File: src/rtl/proc_pkg.sv
// Shared processor datapath package: word type and default word constants.
package proc_pkg;

  localparam int WORD_W = 16;

  typedef logic [WORD_W-1:0] word_t;

  localparam word_t WORD_RESET = 16'h0000;

endpackage : proc_pkg

File: src/rtl/reg_component_lane.sv
// reg_lane: one byte-lane storage flop with load enable and asynchronous
// active-high reset. Only built when REG_COMPONENT_BYTE_EN_EN is defined,
// since reg_component is a flat register otherwise.
`ifdef REG_COMPONENT_BYTE_EN_EN
module reg_lane #(
  parameter int                LANE_W    = 8,
  parameter logic [LANE_W-1:0] RESET_VAL = '0
) (
  input  logic              clock,
  input  logic              reset,
  input  logic              en,
  input  logic [LANE_W-1:0] d,
  output logic [LANE_W-1:0] q
);

  logic [LANE_W-1:0] r_q;

  // Lane storage: reset wins, otherwise load on enable, otherwise hold.
  always_ff @(posedge clock or posedge reset) begin
    if (reset) begin
      r_q <= RESET_VAL;
    end else if (en) begin
      r_q <= d;
    end else begin
      r_q <= r_q;
    end
  end

  assign q = r_q;

endmodule : reg_lane
`endif

File: src/rtl/reg_component.sv
// reg_component: WIDTH-bit datapath storage register with write enable and
// asynchronous active-high reset. Output comes straight from the flops.
// Optional feature macro: REG_COMPONENT_BYTE_EN_EN adds per-byte write
// enables (byte_en), one bit per 8-bit lane, last lane possibly partial.
module reg_component
  import proc_pkg::*;
#(
  parameter int               WIDTH       = WORD_W,
  parameter logic [WIDTH-1:0] RESET_VALUE = '0
) (
  input  logic                     clock,
  input  logic                     reset,
  input  logic                     write,
`ifdef REG_COMPONENT_BYTE_EN_EN
  input  logic [(WIDTH+7)/8-1:0]   byte_en,
`endif
  input  logic [WIDTH-1:0]         in,
  output logic [WIDTH-1:0]         out
);

`ifdef REG_COMPONENT_BYTE_EN_EN

  localparam int NUM_LANES = (WIDTH + 7) / 8;

  logic [WIDTH-1:0] w_out;

  // One independently enabled flop group per byte lane; the top lane
  // narrows when WIDTH is not a multiple of 8.
  for (genvar i = 0; i < NUM_LANES; i++) begin : g_lane
    localparam int LO = 8 * i;
    localparam int LW = ((WIDTH - LO) >= 8) ? 8 : (WIDTH - LO);

    reg_lane #(
      .LANE_W    (LW),
      .RESET_VAL (RESET_VALUE[LO +: LW])
    ) u_lane (
      .clock (clock),
      .reset (reset),
      .en    (write & byte_en[i]),
      .d     (in[LO +: LW]),
      .q     (w_out[LO +: LW])
    );
  end

  assign out = w_out;

`else

  logic [WIDTH-1:0] r_out;

  // Whole-word storage: reset wins, otherwise load on write, otherwise hold.
  always_ff @(posedge clock or posedge reset) begin
    if (reset) begin
      r_out <= RESET_VALUE;
    end else if (write) begin
      r_out <= in;
    end else begin
      r_out <= r_out;
    end
  end

  assign out = r_out;

`endif

endmodule : reg_component

File: config.mk
export PLATFORM = sky130hd
export DESIGN_NAME = reg_component
export DESIGN_NICKNAME = d
export VERILOG_FILES = /design/src/rtl/proc_pkg.sv /design/src/rtl/reg_component_lane.sv /design/src/rtl/reg_component.sv
export SDC_FILE = /design/constraint.sdc
export NUM_CORES = 1
export LEC_CHECK = 0
export ABC_AREA = 1
export CORE_ASPECT_RATIO = 1.1
export CORE_MARGIN = 1
export CORE_UTILIZATION = 39
export DETAILED_ROUTE_END_ITERATION = 10
export MAX_ROUTING_LAYER = met4
export PLACE_DENSITY_LB_ADDON = 0.08
export SLEW_MARGIN = 10
export SYNTH_ARGS = -nofsm -noshare
export SYNTH_HDL_FRONTEND = slang
export SYNTH_HIERARCHICAL = 1
export SYNTH_SLANG_ARGS = --single-unit
File: constraint.sdc
create_clock -name clock -period 1.7 [get_ports clock]
set_input_delay 0.34 -clock clock [delete_from_list [all_inputs] [get_ports clock]]
set_output_delay 0.34 -clock clock [all_outputs]
set_load 0.1 [all_outputs]
== Word-level counts from Yosys, hierarchy flattened ==
Cells that the tools add are included.
Storage, ports and cells
  input port bits: 19
  register bits: 16
  word-level logic and storage cells: 1

== Logic depth before layout (Yosys ltp) ==
Gate-level depths: netlist of the first run.
  depth after elaboration: 0
  depth in mapped cells: 5
  depth with buffers taken out: 3

== Worst setup path before layout of the first run ==
No wires, ideal clock.
  path kind: register to output
  from: reg r_out[12] (netlist: out[12])
  to: out out[12]
  setup slack: 449 ps
  arrival: 911 ps
  buffers on the path: 0
  stages on the path, launching flop included: 1
  data required time: 1360 ps
  cell sequence: dfrtp_1
RTL lines
  start: declaration: RTL line reg_component.sv:49  | logic [WIDTH-1:0] r_out;
  start signal: assignment: RTL line reg_component.sv:56  | r_out <= in;
  start signal: assignment: RTL line reg_component.sv:58  | r_out <= r_out;
  end: declaration: RTL line reg_component.sv:18  | output logic [WIDTH-1:0] out
No word-level cell between the ends.

== Worst setup path after layout of the first run ==
  from: reg r_out[6] (netlist: out[6])
  to: out out[6]
No word-level cell between the ends.

==> impl_metrics.py, run 1 <==
metrics = {
    "run_status": {
        "status": "finished clean",
    },
    "power_and_ir_drop": {
        "comb_power_share_pct": 43.6,
        "peakVddDrop_mv": 0.5320,
        "power_frac_clock_pct": 16.5,
        "power_leakage_nw": 0.5858,
        "power.density_nw_per_um2": 977.9,
        "intPower_uw": 681.1,
        "switching_share_pct": 40.21,
        "p_switching_uw": 458.0,
        "p_seq_share_pct": 39.8,
    },
    "cells_and_area": {
        "drive_above_1_share_pct": 25.71,
        "final_common_cell": "nand2_1",
        "final_cells": 122,
        "largest_register_ff_count": 16,
        "fin_nets": 126,
        "area_growth_pct": 79.73,
        "layout_common_cells": "43 x nand2_1, 18 x clkdlybuf4s50_1, 16 x dfrtp_1, 16 x buf_12, 5 x nand2_2",
        "diodes": 0,
        "design_area_sq_um": 1165,
    },
    "worst_setup_path": {
        "worstRegToRegCells": 2,
        "cp_cell_sequence": "buf_12",
        "end_kind": "output port",
        "crit_required_ns": 1.36,
        "cp-start-kind": "flop",
        "cp_num_cells": 1,
        "critPathKind": "reg -> out",
        "timing.rr.start": "out[6]",
        "cp.buffers_inverters": 1,
        "crit_path_max_incr_delay_ns": 0.42,
        "path_max_fanout": 2,
        "worst_path_max_delay_cell": "dfrtp_1",
        "cp_top_family": "flip-flops",
        "crit_arrival_ns": 0.90,
        "crit_start": "out[6]",
    },
    "yosys": {
        "ys_top_cells_by_area": "dfrtp_1 62%, nand2_1 25%, nand2_2 4.8%, buf_6 3.5%, buf_12 3.1%",
        "yosysWarningCount": 6,
        "yosys.area.top_type": "dfrtp_1",
        "syn_area_per_cell_sq_um": 9.393,
        "syn_nets": 88,
        "synth_cell_types": 7,
        "synth-seq-area-share_pct": 61.78,
        "synth_top_area_share_pct": 61.78,
        "ys_ff_latch": 16,
        "synth_area_sq_um": 648.1,
        "syn_inst": 69,
    },
    "route": {
        "dr.pass1.iters": 4,
        "maxUsedRoutingLayer": "met4",
        "met1Wirelength_um": 552,
        "remaining_drc_errors": 0,
        "wl_met3_um": 94,
        "viasPerCell": 4.525,
        "drt_iter0_drc": 7,
        "ant_nets": 0,
        "wl_um": 1397,
        "wl_per_cell_um": 11.45,
        "via_count": 552,
        "met2_length_um": 732,
    },
    "clock_network": {
        "htreeDepth": 1,
        "clk_pin_slew_ns": 0.08,
        "postCtsSetupRepairBufs": 0,
        "root_buffer": "clkbuf_4",
        "cts_hold_buf": 0,
        "cts_buffers": 3,
        "ctsLongestPathBuffers": 2,
        "cts_resized": 0,
        "cts_sinks": 16,
        "cts_tree": "done",
        "insertion_delay_ns": 0.27,
    },
    "timing": {
        "finalSetupViolations": 0,
        "finalHoldViolCount": 0,
        "period_share_pct": 72.97,
        "fmax_mhz": 806.1,
        "hold_slack_ns": 0.4157,
        "setup_tns_ns": 0,
        "worst_pin_slew_ns": 0.5868,
        "period_needed_ns": 1.241,
        "fin_skew_ns": 0,
        "slew-limit-headroom_pct": 60.84,
        "rsz0062_at_grt": "no",
        "drv_slew": 0,
    },
    "die": {
        "die_w_um": 40.87,
        "dieArea_sq_um": 1829,
        "placementRows": 15,
        "io_pins": 35,
        "start_util_pct": 41.61,
        "die_y_um": 44.76,
        "core_sq_um": 1558,
    },
    "grt": {
        "track_usage_pct": 19.12,
        "grt_pass1_wl_um": 2152,
        "antenna_found_initial": 0,
        "first_global_vias": 507,
        "grt_max_degree": 17,
        "grt_overflow": 0,
    },
    "hold_path": {
        "min-delay-path-class": "in -> async",
    },
    "placement": {
        "postPlaceCellArea_sq_um": 1142,
        "routabilityCongestion": 0.5822,
        "place_inst": 119,
        "dp_hpwl_um": 1097,
        "io_buffer_count": 34,
    },
    "run": {
        "drv_cap": 0,
    },
}
==> logic make-up after synthesis <==
logic type | after synthesis | synth area share, %
AND/OR/NAND/NOR | 48 | 29.73
buffers and inverters | 5 | 8.494
flip-flops | 16 | 61.78
==> routing by layer <==
metal  GRT usage (%)  up-vias
met3           6.404        2
met1           20.98      252
met5               -        -
met4           10.00        0
li1                -      276
met2           29.69       22
==> power groups by stage <==
stage	clock network [mW]	registers (mW)	logic [mW]
global placement	0	0.459	0.497
CTS	0.196	0.454	0.501
floorplan	0	0.690	0.0575
global route	0.214	0.457	0.518
detailed placement	0	0.461	0.501
finish	0.189	0.453	0.497
==> worst paths after layout <==
check / to / slack, ns
max in group asynchronous: out[8] / 0.90
min in group clock: out[2] / 0.54
hold / removal: out[7] / 0.42
setup reg to reg: out[6] / 1.05
hold reg to reg: out[2] / 0.54
setup / recovery: out[6] / 0.46
==> layout make-up <==
cell class	instances	area [sq um]
Clock buffer	3	22.52
Fill cell	121	392.9
Inverter	2	12.51
Multi-Input combinational cell	48	192.7
Sequential cell	16	400.4
Tap cell	17	21.27
Timing Repair Buffer	36	515.5
==> stage by stage <==
step / worst slack (ns) / power (mW) / util (%)
final: 0.4595 / 1.139 / 74.78
after global routing: 0.4189 / 1.189 / 74.78
after detailed placement: 0.3859 / 0.9622 / 73.33
after floorplan: 0.4492 / 0.7471 / -
after CTS: 0.4451 / 1.151 / 74.78
after global placement: 0.4035 / 0.9555 / 73.33
==> synthesized netlist by cell type <==
cell and count:
buf_12 1, buf_6 2, dfrtp_1 16, inv_1 1, inv_6 1, nand2_1 43, nand2_2 5
No activity file was read; power rests on OpenSTA's default activity.
==> run 2: changes to the inputs <==
Settings changed: CORE_UTILIZATION 39 to 33.
Clock period 1.7 ns to 1 ns, I/O delays scaled along.
==> impl_metrics.py, run 2 (synthesis gave the netlist of run 1 again) <==
metrics = {
    "run_status": {
        "status": "complete, but fails checks",
        "violations": "setup timing",
    },
    "cells_and_area": {
        "diodes": 0,
        "drive_above_1_share_pct": 44.64,
        "largest_register_ff_count": 16,
        "final_common_cell": "nand2_1",
        "fin_nets": 132,
        "layout_common_cells": "43 x nand2_1, 18 x clkdlybuf4s50_1, 17 x buf_12, 16 x dfrtp_2, 7 x buf_4",
        "fill_cells": 130,
        "area_growth_pct": 95.75,
    },
    "worst_setup_path": {
        "cp_cell_sequence": "buf_12",
        "timing.rr.start": "out[5]",
        "cp.buffers_inverters": 1,
        "crit_required_ns": 0.80,
        "path_max_fanout": 2,
        "critPathKind": "reg -> out",
        "rr_endpoint": "out[5]",
        "cp_top_family": "flip-flops",
        "crit_path_max_incr_delay_ns": 0.44,
        "cp-start-kind": "flop",
        "rrSetupSlack_ns": 0.22,
        "worst_path_max_delay_cell": "dfrtp_2",
        "end_kind": "output port",
        "crit_arrival_ns": 0.90,
        "worstRegToRegCells": 3,
    },
    "hold_path": {
        "min-delay-path-class": "in -> async",
    },
    "die": {
        "io_pins": 35,
        "start_util_pct": 35.58,
        "die_y_um": 48.48,
        "dieArea_sq_um": 2145,
        "placementRows": 16,
        "die_w_um": 44.26,
        "core_sq_um": 1822,
    },
    "grt": {
        "track_usage_pct": 16.65,
        "grt_overflow": 0,
        "grt_pass1_wl_um": 2594,
        "antenna_found_initial": 0,
        "first_global_vias": 576,
        "grt_max_degree": 17,
    },
    "timing": {
        "period_share_pct": 109.8,
        "finalHoldViolCount": 0,
        "drv_slew": 0,
        "finalSetupViolations": 16,
        "setup_slack_ns": -0.09795,
        "setup_tns_ns": -1.397,
        "slew-limit-headroom_pct": 86.85,
        "rsz0062_at_grt": "yes",
        "fmax_mhz": 910.8,
        "period_needed_ns": 1.098,
        "fin_skew_ns": 0,
        "worst_pin_slew_ns": 0.1966,
    },
    "route": {
        "wl_per_cell_um": 9.647,
        "dr.pass1.iters": 6,
        "remaining_drc_errors": 0,
        "via_count": 571,
        "wl_um": 1341,
        "ant_nets": 0,
        "drt_iter0_drc": 13,
        "viasPerCell": 4.108,
    },
    "power_and_ir_drop": {
        "peakVddDrop_mv": 1.216,
        "power.density_nw_per_um2": 1644,
        "power_leakage_nw": 0.6089,
        "fin_total_pwr_mw": 2.086,
    },
    "clock_network": {
        "htreeDepth": 1,
        "cts_buffers": 3,
        "clk_pin_slew_ns": 0.09,
        "ctsLongestPathBuffers": 2,
        "insertion_delay_ns": 0.28,
        "cts_sinks": 16,
        "cts_tree": "done",
        "root_buffer": "clkbuf_4",
    },
    "run": {
        "drv_cap": 0,
    },
    "placement": {
        "dp_hpwl_um": 988.1,
        "io_buffer_count": 34,
        "routabilityCongestion": 0.6226,
    },
}
-- run 2: metal layers --
layer	vias to the layer above	track usage (%)	share of wire, %
met5	-	-	0
met4	0	6.061	0.30
met3	2	4.478	5.3
met2	23	25.74	50
met1	255	20.74	45
li1	291	-	-
-- run 2: tightest hold or removal path: cells and delay by family --
family / cells / cell delay, ns
buf+inv: 3 / 0.66
-- run 2: metrics by stage --
step / utilization (%) / instance area, sq um / worst slack [ns] / instances / hold WS [ns]
2_1_floorplan: - / 668.1 / 0.1201 / 69 / 0.1138
3_3_place_gp: 65.59 / 1195 / -0.1514 / 130 / 0.5003
3_5_place_dp: 65.59 / 1195 / -0.1613 / 130 / 0.5053
4_1_cts: 69.23 / 1261 / -0.1102 / 138 / 0.2227
5_1_grt: 69.64 / 1269 / -0.1376 / 139 / 0.2397
6_report: 69.64 / 1269 / -0.09795 / 139 / 0.2276
-- run 2: how the worst max path moves through the flow --
stage / startpoint / endpoint / slack, ns / cells after the start
CTS: out[2] / out[2] / -0.11 / 1
floorplan: out[0] / out[0] / 0.12 / 2
detailed placement: write / out[2] / -0.16 / 4
global placement: write / out[11] / -0.15 / 4
global route: out[5] / out[5] / -0.14 / 1
finish: out[5] / out[5] / -0.1 / 1
-- run 2: layout make-up --
cell class | instances | area, sq um | area share, %
Multi-Input combinational cell | 48 | 192.7 | 15.19
Clock buffer | 4 | 36.28 | 2.860
Tap cell | 27 | 33.78 | 2.663
Timing Repair Buffer | 42 | 573.1 | 45.17
Inverter | 2 | 12.51 | 0.9862
Sequential cell | 16 | 420.4 | 33.14
-- run 2: repair_timing --
item,4_1_cts,5_1_grt
resized for setup,0,0
hold buffers,0,0
endpoints found under the setup margin,16,16
setup buffers,4,1
-- run 2: power breakdown --
group          leakage [nW]  internal [mW]  switching [mW]
sequential            0.177          0.715          0.0638
clock                0.0210          0.221           0.203
combinational         0.411          0.346           0.537
total                 0.609           1.28           0.803
==> variant 1: new RTL, settings of run 2 <==
Register the output `out` once more; this adds one clock of latency there.
--- a/src/rtl/reg_component.sv
+++ b/src/rtl/reg_component.sv
@@ -60,5 +60,7 @@
   end
 
-  assign out = r_out;
+  always_ff @(posedge clock) begin
+    out <= r_out;
+  end
 
 `endif
Behaviour: not the same (Yosys sat finds a counterexample within 4 cycles, from zero or initial values and one cycle with reset high).
==> variant 1 against run 2 <==
  * The run still ends with setup timing left
  * Routed wire length is 32% higher
  * Sequential cell count is 16 higher
  * Critical path depth stayed put
  * Design area is 25% higher
  * Setup slack better by 45 ps
  * Synthesized area is 49% higher
  * Power is 49% higher
  * Worst hold slack worse by 59 ps
  * Largest cell class is now registers
==> variant 1: results (changes against run 2) <==
outcome=finished, violations left (unchanged); failing checks=setup timing (unchanged); M1 wire length=711 um (was 600 um); Reg2Reg Launch Point=r_out[2] (was out[5]); # resized after CTS=0 (unchanged); Max clock buf depth=2 (unchanged); synth cell count leaders=43 x nand2_1, 16 x dfrtp_1, 16 x dfxtp_1 (was 43 x nand2_1, 16 x dfrtp_1, 5 x nand2_2); Total Routing Usage GR=0.142 (was 0.167); Fin Clk Skew=4.31 ps (was 0 ps); crit-path max cell delay=350 ps (was 440 ps); share of cells above drive strength 1=0.370 (was 0.446); Final setup viols=16 (unchanged); Slew @ Worst Pin=201 ps (was 197 ps); CP max FO=1 (was 2); Detailed Routing Iterations Pass 1=4 (was 6); CTS buffer count=5 (was 3); clock latency on the worst-skew pair=330 ps (was 280 ps); post-synthesis adder-cell area fraction=0 (unchanged); Setup Buffers After CTS=0 (was 4); final HPWL from detailed placement=1210 um (was 988 um); Peak supply drop=1150 uV (was 1220 uV); CTS root buf=clkbuf_4 (unchanged); Place WS=-178 ps (was -161 ps); setup ws final=-52.7 ps (was -98.0 ps); Initial DRC Count=12 (was 13); Via Count=671 (was 571); slowest cell on the critical path=dfxtp_2 (was dfrtp_2); Worst Path Arrival=850 ps (was 900 ps); htree depth=2 (was 1); Routability Congestion=0.619 (was 0.623); Leak=0.750 nW (was 0.609 nW); fill count=238 (was 130); Final Net Count=145 (was 132); Regs by FF count=out (16), r_out (16); syn nets=104 (was 88); ys async rst share=0.500 (was 1.00); largest net degree at the start of global routing=17 (unchanged); Distinct cells, synth=8 (was 7); CP startpoint=out[1] (was out[5]); most common flop cell mapped by yosys=dfxtp_1 (was dfrtp_1); dominant cells by area after synthesis=dfrtp_1 41%, dfxtp_1 33%, nand2_1 17% (was dfrtp_1 62%, nand2_1 25%, nand2_2 4.8%); met2 WL post-DR=857 um (was 665 um); vias in the first global route=592 (was 576); Seq/Total Area, Yosys=0.744 (was 0.618); switching share of total power=0.327 (was 0.385); diodes inserted=0 (unchanged); WL met3=143 um (was 71 um); global-route wire length before repair=2770 um (was 2590 um); Synth top area share=0.413 (was 0.618); final WL=1770 um (was 1340 um)
==> variant 1: cell types whose count changed after synthesis <==
cell     delta
dfxtp_1    +16
==> variant 1: layout make-up <==
cell class / instances / area share
sequential: 32 / 0.468
clock buffer: 8 / 0.0372
tap: 33 / 0.0261
timing repair buffer: 37 / 0.339
multi-input combinational: 48 / 0.122
inverter: 2 / 0.00791
==> variant 1: path summary, 6_finish.rpt <==
| kind | endpoint | slack, ps | cells past startpoint |
|---|---|---|---|
| max | out[1] | -50 | 1 |
| min | r_out[14] | 170 | 3 |
| max reg2reg | r_out[2] | 350 | 2 |
| min reg2reg | out[0] | 370 | 0 |
| max in group asynchronous | r_out[9] | 710 | 3 |
| min in group clock | out[0] | 370 | 0 |
==> variant 1: kinds of logic after synthesis <==
kind of cell | Yosys count
AND/OR/NAND/NOR | 48
buffers and inverters | 5
flip-flops | 32
==> variant 1: metrics by stage <==
stage / std cells / power (W) / area [um2] / setup TNS, ps
after detailed placement: 152 / 0.00239 / 1520 / -2560
after CTS: 160 / 0.00315 / 1580 / -1140
final: 160 / 0.00310 / 1580 / -720
after global placement: 152 / 0.00238 / 1520 / -2320
after global routing: 160 / 0.00323 / 1580 / -1260
after floorplan: 85 / 0.00201 / 988 / 0
==> variant 1: power groups by stage <==
stage | sequential [W] | combinational [W] | clock, W
5_1_grt | 0.00150 | 0.000893 | 0.000829
4_1_cts | 0.00149 | 0.000870 | 0.000786
2_1_floorplan | 0.00192 | 0.0000977 | 0
6_report | 0.00149 | 0.000861 | 0.000749
3_3_place_gp | 0.00152 | 0.000861 | 0
3_5_place_dp | 0.00152 | 0.000867 | 0
==> variant 1: routing by layer <==
metal | vias to the layer above | track usage
li1 | 333 | -
met1 | 305 | 0.163
met2 | 26 | 0.188
met3 | 7 | 0.0698
met4 | 0 | 0.102
met5 | - | -
==> variant 2: new RTL, flow settings as in run 2 <==
Without the edit above. The option `REG_COMPONENT_BYTE_EN_EN` is turned on by a define.
--- a/src/rtl/reg_component_lane.sv
+++ b/src/rtl/reg_component_lane.sv
@@ -2,4 +2,6 @@
 // active-high reset. Only built when REG_COMPONENT_BYTE_EN_EN is defined,
 // since reg_component is a flat register otherwise.
+`define REG_COMPONENT_BYTE_EN_EN
+
 `ifdef REG_COMPONENT_BYTE_EN_EN
 module reg_lane #(
Interface: changed (added byte_en); port bits go from 35 to 37. No check against the original RTL was run, so the function may have changed too.
==> variant 2 against run 2 <==
  * Sequential share of layout area grew 0.98 points
  * The flow finishes with violations (DRC, setup timing)
  * Synthesized area down 2.3%
  * Setup slack lost 7.4 ps
  * Design area is 2.9% lower
  * Routed wire length increased by 0.22%
  * Highest routed layer unchanged
  * Clock skew stayed put
  * Power up 16%
  * Sequential cell count unchanged
==> variant 2: results (changes against run 2) <==
largest net degree at the start of global routing=10 (was 17); Initial DRC Count=3 (was 13); GRT met3 Usage=0.0491 (was 0.0448); final WL=1340 um (about the same); syn nets=95 (was 88); failing checks=DRC, setup timing (was setup timing); setup ws final=-105 ps (was -98.0 ps); Leak=0.611 nW (was 0.609 nW); M2 GR Usage=0.218 (was 0.257); Syn Area/Cell=8.56 um2 (was 9.39 um2); post-route DRC violation count=1 (was 0); Slew @ Worst Pin=307 ps (was 197 ps); dominant cells by area after synthesis=dfrtp_1 63%, nand2_1 30%, buf_6 3.6% (was dfrtp_1 62%, nand2_1 25%, nand2_2 4.8%); Distinct cells, synth=5 (was 7); met1 Resource Use GR=0.176 (was 0.207); PortBufs=36 (was 34); synth cell count leaders=50 x nand2_1, 16 x dfrtp_1, 4 x inv_1 (was 43 x nand2_1, 16 x dfrtp_1, 5 x nand2_2); Detailed Routing Iterations Pass 1=7 (was 6); Total Routing Usage GR=0.146 (was 0.167); fill count=145 (was 130); outcome=finished, violations left (unchanged); Peak supply drop=1300 uV (was 1220 uV); Final Net Count=137 (was 132); Via Count=583 (was 571); Seq/Total Area, Yosys=0.632 (was 0.618); share of cells above drive strength 1=0.357 (was 0.446); Final setup viols=16 (unchanged); reg-to-reg endpoint=g_lane[0].u_lane/q[2] (was out[5]); Reg2Reg Launch Point=g_lane[0].u_lane/q[2] (was out[5])
==> variant 2: changes by cell type in the layout (fill, tap and decap cells not counted), sizes merged <==
cell           before  now
buf                24   19
inv                 2    6
clkdlybuf4s50      18   20
nand2              48   50
==> variant 2: final cells by class <==
class,instances,area share
clock buffers,4,0.0294
multi-input cells,50,0.152
inverters,6,0.0183
flip-flops and latches,16,0.341
repair buffers,39,0.441
well taps,18,0.0183
==> variant 2: routing by layer <==
layer / part of all wire / routed length, um
met5: 0 / 0
met4: 0.018 / 24
met3: 0.074 / 99
met2: 0.48 / 641
met1: 0.43 / 579
==> variant 2: cell families after synthesis <==
group	Yosys count	share of synthesized area
simple gates	50	0.296
flops	16	0.632
buf+inv	8	0.0711
==> variant 2: worst max-delay path by stage <==
stage,slack (ps),depth (start not counted),from,end
6_report,-110,1,g_lane[0].u_lane/q[5],out[5]
4_1_cts,-120,1,g_lane[1].u_lane/q[7],out[15]
2_1_floorplan,120,2,g_lane[0].u_lane/q[0],g_lane[0].u_lane/q[0]
3_5_place_dp,-200,6,write,g_lane[0].u_lane/q[2]
3_3_place_gp,-180,6,write,g_lane[0].u_lane/q[5]
5_1_grt,-140,1,g_lane[1].u_lane/q[7],out[15]
==> variant 2: per-stage QoR <==
| step | power, W | util | setup TNS [ps] | hold slack, ps | cell area [um2] |
|---|---|---|---|---|---|
| after global routing | 0.00252 | 0.692 | -2120 | 197 | 1230 |
| final | 0.00242 | 0.692 | -1570 | 173 | 1230 |
| after detailed placement | 0.00200 | 0.671 | -2690 | 498 | 1200 |
| after CTS | 0.00245 | 0.692 | -1830 | 178 | 1230 |
| after global placement | 0.00199 | 0.671 | -2490 | 497 | 1200 |
| after floorplan | 0.00150 | - | 0 | 15.7 | 653 |
==> variant 2: where the power goes <==
part	total [W]	switching, W	internal, W
clock	0.000441	0.000220	0.000222
combinational	0.00115	0.000728	0.000424
sequential	0.000831	0.0000869	0.000744
total	0.00242	0.00103	0.00139
==> variant 2: what timing repair did <==
| item | in CTS | in global routing |
|---|---|---|
| endpoints found under the setup margin | 16 | 16 |
| hold endpoints to repair | 0 | 0 |
| resized for setup | 0 | 0 |
| hold buffers | 0 | 0 |
